File: config.mk
export PLATFORM = sky130hd
export DESIGN_NAME = edge_window_monitor
export DESIGN_NICKNAME = d
export VERILOG_FILES = /design/src/rtl/edge_window_monitor.sv
export SDC_FILE = /design/constraint.sdc
export NUM_CORES = 1
export LEC_CHECK = 0
export BUFFER_PORTS_ARGS = -buffer_cell sky130_fd_sc_hd__clkbuf_2
export CAP_MARGIN = 20
export CORE_MARGIN = 3
export CORE_UTILIZATION = 59
export DETAILED_ROUTE_END_ITERATION = 8
export MAX_ROUTING_LAYER = met4
export PLACE_DENSITY = 0.91
export SLEW_MARGIN = 10
export SYNTH_ARGS = -nofsm -noshare
export SYNTH_HDL_FRONTEND = slang
export SYNTH_SLANG_ARGS = --single-unit
File: constraint.sdc
create_clock -name clk -period 2.45 [get_ports clk]
set_clock_uncertainty 0.05 [all_clocks]
set_input_delay 0.245 -clock clk [delete_from_list [all_inputs] [get_ports clk]]
set_output_delay 0.245 -clock clk [all_outputs]
set_load 0.005 [all_outputs]
File: src/rtl/edge_window_monitor.sv
// edge_window_monitor: synchronizes two async signals, counts edges/coincidence per window, emits records on valid/ready
module edge_window_monitor #(
   parameter int CNT_W       = 8,
   parameter int WIN_LEN     = 100,
   parameter int SYNC_STAGES = 2
) (
   input  logic             clk,
   input  logic             rst_n,
   input  logic             sig_c,
   input  logic             sig_d,
   input  logic             enable,
   input  logic             rec_ready,
   output logic             rec_valid,
   output logic [CNT_W-1:0] rec_c_edges,
   output logic [CNT_W-1:0] rec_d_edges,
   output logic [CNT_W-1:0] rec_both,
   output logic             rec_partial,
   output logic             drop_flag,
   input  logic             clr_drop
);
   localparam int IW = $clog2(WIN_LEN);
   localparam logic [CNT_W-1:0] MAX = '1;
   typedef enum logic [1:0] {IDLE, RUN, FLUSH} state_t;
   state_t state, state_nx;
   logic [SYNC_STAGES-1:0] sync_c, sync_d;
   logic prev_c, prev_d, s_c, s_d, edge_c, edge_d, last, snap, xfer;
   logic [CNT_W-1:0] cnt_c, cnt_d, cnt_b, cnt_c_nx, cnt_d_nx, cnt_b_nx;
   logic [CNT_W-1:0] sum_c, sum_d, sum_b, snap_c, snap_d, snap_b;
   logic [IW-1:0] win_idx, win_idx_nx;
   assign s_c    = sync_c[SYNC_STAGES-1];
   assign s_d    = sync_d[SYNC_STAGES-1];
   assign edge_c = s_c & ~prev_c;
   assign edge_d = s_d & ~prev_d;
   assign sum_c  = cnt_c + CNT_W'(edge_c && cnt_c != MAX);
   assign sum_d  = cnt_d + CNT_W'(edge_d && cnt_d != MAX);
   assign sum_b  = cnt_b + CNT_W'(s_c && s_d && cnt_b != MAX);
   assign last   = win_idx == IW'(WIN_LEN - 1);
   assign snap_c = (state == RUN) ? sum_c : cnt_c;
   assign snap_d = (state == RUN) ? sum_d : cnt_d;
   assign snap_b = (state == RUN) ? sum_b : cnt_b;
   assign xfer   = rec_valid & rec_ready;
   // Synchronizers and edge history run in every state so re-enable never fakes an edge
   always_ff @(posedge clk or negedge rst_n)
      if (!rst_n) begin
         sync_c <= '0;
         sync_d <= '0;
         prev_c <= 1'b0;
         prev_d <= 1'b0;
      end else begin
         sync_c <= {sync_c[SYNC_STAGES-2:0], sig_c};
         sync_d <= {sync_d[SYNC_STAGES-2:0], sig_d};
         prev_c <= s_c;
         prev_d <= s_d;
      end
   always_ff @(posedge clk or negedge rst_n)
      if (!rst_n) begin
         state   <= IDLE;
         cnt_c   <= '0;
         cnt_d   <= '0;
         cnt_b   <= '0;
         win_idx <= '0;
      end else begin
         state   <= state_nx;
         cnt_c   <= cnt_c_nx;
         cnt_d   <= cnt_d_nx;
         cnt_b   <= cnt_b_nx;
         win_idx <= win_idx_nx;
      end
   always_comb begin
      state_nx   = state;
      cnt_c_nx   = '0;
      cnt_d_nx   = '0;
      cnt_b_nx   = '0;
      win_idx_nx = '0;
      snap       = 1'b0;
      case (state)
         IDLE: state_nx = enable ? RUN : IDLE;
         RUN: begin
            if (!enable) begin
               state_nx   = FLUSH;
               cnt_c_nx   = cnt_c;
               cnt_d_nx   = cnt_d;
               cnt_b_nx   = cnt_b;
               win_idx_nx = win_idx;
            end else if (last) begin
               snap = 1'b1;
            end else begin
               cnt_c_nx   = sum_c;
               cnt_d_nx   = sum_d;
               cnt_b_nx   = sum_b;
               win_idx_nx = win_idx + IW'(1);
            end
         end
         FLUSH: begin
            snap     = win_idx != '0;
            state_nx = IDLE;
         end
         default: state_nx = IDLE;
      endcase
   end
   // A snapshot only lands if the output slot is free or being emptied this cycle
   always_ff @(posedge clk or negedge rst_n)
      if (!rst_n) begin
         rec_valid   <= 1'b0;
         rec_c_edges <= '0;
         rec_d_edges <= '0;
         rec_both    <= '0;
         rec_partial <= 1'b0;
         drop_flag   <= 1'b0;
      end else begin
         if (snap && (!rec_valid || xfer)) begin
            rec_valid   <= 1'b1;
            rec_c_edges <= snap_c;
            rec_d_edges <= snap_d;
            rec_both    <= snap_b;
            rec_partial <= state == FLUSH;
         end else if (xfer) begin
            rec_valid <= 1'b0;
         end
         if (snap && rec_valid && !xfer) drop_flag <= 1'b1;
         else if (clr_drop) drop_flag <= 1'b0;
      end
endmodule

# After elaboration in Yosys (flattened, before gate mapping)

Cells that the tools add are included.

Input port bits: 7
Word-level logic and storage cells: 71
Bits in registers: 66
Output and inout bits: 27

Eq/ne operators: 8
Bitwise gates (word level): 5
Mux-type cells: 25
Reduce and logical (&&, ||, !) cells: 14
Add/subtract/negate cells: 4

Operators by type and width:

| operator              | count |
|---|---|
| $mux W8               | 12 |
| $add A8 B1 Y8         | 3 |
| $ne A8 B8 Y1 const B  | 3 |
| $mux W7               | 3 |
| $add A7 B1 Y7 const B | 1 |
| $eq A7 B7 Y1 const B  | 1 |
| $logic_and A1 B1 Y1   | 7 |
| $mux W1               | 7 |
| $reduce_bool A7 Y1    | 1 |
| $ne A2 B2 Y1 const B  | 2 |
| $pmux W2 S2           | 1 |
| $reduce_bool A2 Y1    | 2 |
| $and A1 B1 Y1         | 3 |
| $eq A2 B1 Y1 const B  | 1 |
| $eq A2 B2 Y1 const B  | 1 |
| $logic_not A1 Y1      | 2 |
| $logic_not A2 Y1      | 1 |
| $mux W2               | 1 |
| $not A1 Y1            | 2 |
| $pmux W1 S2           | 1 |
| $logic_or A1 B1 Y1    | 1 |

# Longest topological paths before layout

Depth after elaboration: 7
Mapped depth: 10
Depth with buffers taken out: 9

# Worst setup path after synthesis

OpenSTA, ideal clock, no wires.

Kind: register to register
Start: register win_idx[2]
End: register rec_both[5]
Period minus slack after synthesis: 2.189 ns
Arrival: 2.013 ns
Setup slack: 0.261 ns
Cell stages (with the launch flop): 8
Required time: 2.275 ns
Cells stage by stage: dfrtp_1 > or3_1 > buf_2 > o311a_4 > o21a_1 > buf_6 > buf_12 > mux2_4

Longest elaborated chain between the ends: 5
Elaborated cells between the ends (all ways): 6
Those cells by class: eq/ne (1); mux (3); reduce/logical (2)

Ends and longest elaborated chain:

| element                  | RTL line | RTL |
|---|---|---|
| start: declaration       | 29       | `logic [IW-1:0] win_idx, win_idx_nx;` |
| start signal: assignment | 67       | `win_idx <= win_idx_nx;` |
| $eq A7 B7 Y1             | 37       | `assign last = win_idx == IW'(WIN_LEN - 1);` |
| $mux W1                  | 85       | `end else if (last) begin` |
| $mux W1                  | 79       | `if (!enable) begin` |
| $pmux W1 S2 *            | 76       | `case (state)` |
| $logic_and A1 B1 Y1 *    | 111      | `if (snap && (!rec_valid \|\| xfer)) begin` |
| end signal: assignment   | 115      | `rec_both <= snap_b;` |
| end: declaration         | 16       | `output logic [CNT_W-1:0] rec_both,` |

Every way passes the cells marked *; elsewhere a longest branch is shown, timed or not.
A chain may end at the register's enable or synchronous reset.

# Worst setup path in the final report

Start: register cnt_b[3]
End: register rec_both[1]

Longest elaborated chain between the ends: 4

Ends and longest elaborated chain:

| element                  | RTL line | RTL |
|---|---|---|
| start: declaration       | 27       | `logic [CNT_W-1:0] cnt_c, cnt_d, cnt_b, cnt_c_nx, cnt_d_nx, cnt_b_nx;` |
| start signal: assignment | 66       | `cnt_b <= cnt_b_nx;` |
| $ne A8 B8 Y1             | 36       | `assign sum_b = cnt_b + CNT_W'(s_c && s_d && cnt_b != MAX);` |
| $logic_and A1 B1 Y1      | 36       |  |
| $add A8 B1 Y8            | 36       |  |
| $mux W8                  | 40       | `assign snap_b = (state == RUN) ? sum_b : cnt_b;` |

No other way between the ends.

==> flow_summary_export.csv <==
group,metric,value,unit
synthesis,synth_ff_type,"dfrtp_1",
global_routing,met1_usage,28.7,%
global_routing,use_met3,4.07,%
power_and_ir_drop,vdd_drop_max,0.405,mV
synthesis,yosysWarnings,0,
finish,n_antenna_cell,0,
finish,nets,370,
setup_path,path_class,"flop to flop",
routing,drc,0,
cts,cts_buffers,9,
finish,fill_cells,429,
timing,worst_slew_pin_slew,0.820,ns
cts,cts_tree,"built",
global_routing,grt_max_degree,67,
synthesis,ys_seq_area_share,47.4,%
outcome,status,"finished, final reports clean",
floorplanning,core-area,5610,sq um
cts,clockBufferDepth,2,
global_routing,use_met2,33.6,%
routing,drtAntennaViolNets,0,
global_routing,busiest_layer,"met2",
setup_path,worstPathMaxFanout,10,
finish,final_core_util,69.0,%
finish,final_cell_mix,"dfrtp_1, clkbuf_2, nand2_1",
run,cap_violations,0,
finish,drive_above_1_share,24.4,%
placement,io_buffers,33,
synthesis,syn_nets,337,
finish,syn_to_final_growth,11.1,%
power_and_ir_drop,p_leak,1.84,nW
floorplanning,dieHeight,82.8,um
timing,fmax,436,MHz
global_routing,grt_antenna_before_repair,0,
global_routing,grt_pass1_vias,2603,
setup_path,crit_arrival,2.46,ns
setup_path,start_kind,"flop",
timing,rsz0062_at_grt,"false",
cts,clk_pin_slew,0.07,ns
floorplanning,fp.dieW,82.8,um
synthesis,synth_edf_count,0,
synthesis,syn_area_per_cell,10.9,sq um
timing,setup_tns,0,ns
floorplanning,initial_core_util,62.1,%
routing,drt_iter0_drc,204,
finish,final_common_cell,"dfrtp_1",
cts,cts_sinks,66,
synthesis,ys_ff_latch,66,
setup_path,critPathRequiredTime,2.62,ns
placement,dp_cells,411,
routing,routed_wl,7120,um
routing,drtPass1Iterations,5,
cts,cts-root-buf,"clkbuf_8",
min_path,hold_path_class,"input pin to asynchronous set/reset pin",
timing,hold_violations,0,
cts,cts_resized,0,
placement,dp_hpwl,4690,um
synthesis,ys_async_sr_fraction,100,%
routing,vias_per_cell,6.03,
setup_path,end_kind,"flop",
setup_path,reg2reg_slack,0.16,ns
floorplanning,die-area,6860,sq um
floorplanning,rows,27,
synthesis,syn_area,3480,sq um
power_and_ir_drop,p_total,2.37,mW
finish,multi_input_area,1670,sq um
placement,gp_congestion,0.889,
cts,worstSkewPairLatency,0.34,ns
timing,timing.slew.headroom,45.4,%
finish,seq_area,1650,sq um
global_routing,grt_usage,22.3,%
cts,h-tree-depth,3,
timing,fin_crit,2.29,ns
routing,wl_per_cell,16.6,um
synthesis,netlist-cell-type-count,43,
cts,post_cts_buffers,0,
global_routing,grt_pass1_wl,12300,um
routing,vias,2582,
global_routing,grt_overflow_total,0,
timing,final_min_period_over_clock_period,93.5,%
power_and_ir_drop,power.density,612,nW/um^2
floorplanning,io_pins,34,
synthesis,synth_cells,319,
timing,setup_violations,0,
timing,slew_violations,0,
finish,instances_no_fill,428,
power by group:
group          switching, mW  internal, mW
logic                  0.280         0.162
registers             0.0354          1.13
clock network          0.396         0.359
total                  0.711          1.65
what timing repair did:
action / 4_1_cts / 5_1_grt
hold buffers: 2 / 0
setup endpoints to repair: 0 / 0
hold endpoints to repair: 2 / 0
logic make-up (layout without fill, tap and decap cells):
| family | Yosys count | in the layout | share of synthesized area (%) |
|---|---|---|---|
| flip-flops | 66 | 66 | 47.4 |
| buffers and inverters | 30 | 67 | 4.46 |
| AO/OA/AOI/OAI | 63 | 63 | 12.5 |
| adder cells (fa/ha/maj) | 11 | 11 | 3.95 |
| multiplexers | 32 | 32 | 12.3 |
| AND/OR/NAND/NOR | 98 | 98 | 14.5 |
| XOR/XNOR | 19 | 19 | 4.78 |
per-stage QoR:
stage | worst slack (ns) | hold slack [ns] | cell area (sq um)
global placement | 0.274 | 0.281 | 3690
CTS | 0.171 | 0.0406 | 3870
global route | 0.0329 | 0.0617 | 3870
floorplan | 0.261 | -0.101 | 3480
finish | 0.158 | 0.0422 | 3870
detailed placement | 0.196 | 0.286 | 3690
metal layers:
layer	vias to the layer above	share of wire, %
li1	1215	-
met1	1249	43
met2	92	48
met3	26	5.5
met4	0	2.7
met5	-	0
registers in the layout, indices dropped and copies added (netlist names):
register,flops
sync_d,2
state,2
win_idx,7
drop_flag,1
prev_d,1
rec_valid,1
rec_d_edges,8
cnt_b,8
cnt_d,8
rec_partial,1
prev_c,1
rec_c_edges,8
sync_c,2
cnt_c,8
rec_both,8
cell usage after synthesis (2+ instances only):
cell type | count | share of area, %
or3_1 | 2 | 0.36
dfrtp_1 | 66 | 47
and3_1 | 2 | 0.36
a41oi_1 | 4 | 1.0
o21a_1 | 2 | 0.43
a31oi_1 | 13 | 2.3
nor3b_1 | 5 | 1.1
o211a_1 | 2 | 0.58
xor2_1 | 7 | 1.8
nand2_1 | 22 | 2.4
buf_1 | 2 | 0.22
nand4_1 | 15 | 2.7
a21oi_1 | 8 | 1.2
mux2_4 | 19 | 8.2
mux2i_1 | 2 | 0.58
clkbuf_1 | 16 | 1.7
buf_12 | 2 | 1.2
inv_1 | 7 | 0.75
xnor2_1 | 12 | 3.0
nand3_1 | 13 | 1.9
nor2_1 | 19 | 2.0
nor4_1 | 5 | 0.90
a22o_1 | 7 | 1.8
mux2_2 | 11 | 3.6
nor2b_1 | 4 | 0.72
nor3_1 | 2 | 0.29
o22ai_1 | 2 | 0.36
nand2b_1 | 5 | 0.90
a21boi_0 | 3 | 0.65
ha_1 | 11 | 4.0
a21o_1 | 5 | 1.1
o21ai_0 | 13 | 1.9
final cells by class:
type                       instances  area share (%)
clock buffer                      12            3.49
multi-input combinational        223            43.3
timing repair buffer              45            7.05
inverter                           7           0.679
sequential                        66            42.7
clock inverter                     3           0.453
tap                               72            2.33
critical path, stage by stage, from the launching register on:
cell	delay, ns
dfrtp_1	0.53
nand4_1	0.24
o211a_1	0.30
ha_1	0.23
ha_1	0.30
mux2_2	0.26
mux2_2	0.26
worst paths after layout:
| check | endpoint | startpoint | cells past startpoint |
|---|---|---|---|
| worst max-delay path | rec_both[1] | cnt_b[3] | 6 |
| worst min-delay path | rec_c_edges[2] | rst_n | 2 |
| worst max register to register | rec_both[1] | cnt_b[3] | 6 |
| worst min register to register | sync_c[1] | sync_c[0] | 0 |
| max in group asynchronous | rec_valid | rst_n | 2 |
| min in group clk | drop_flag | clr_drop | 2 |
Note: power is estimated with default switching activity, not from simulation.
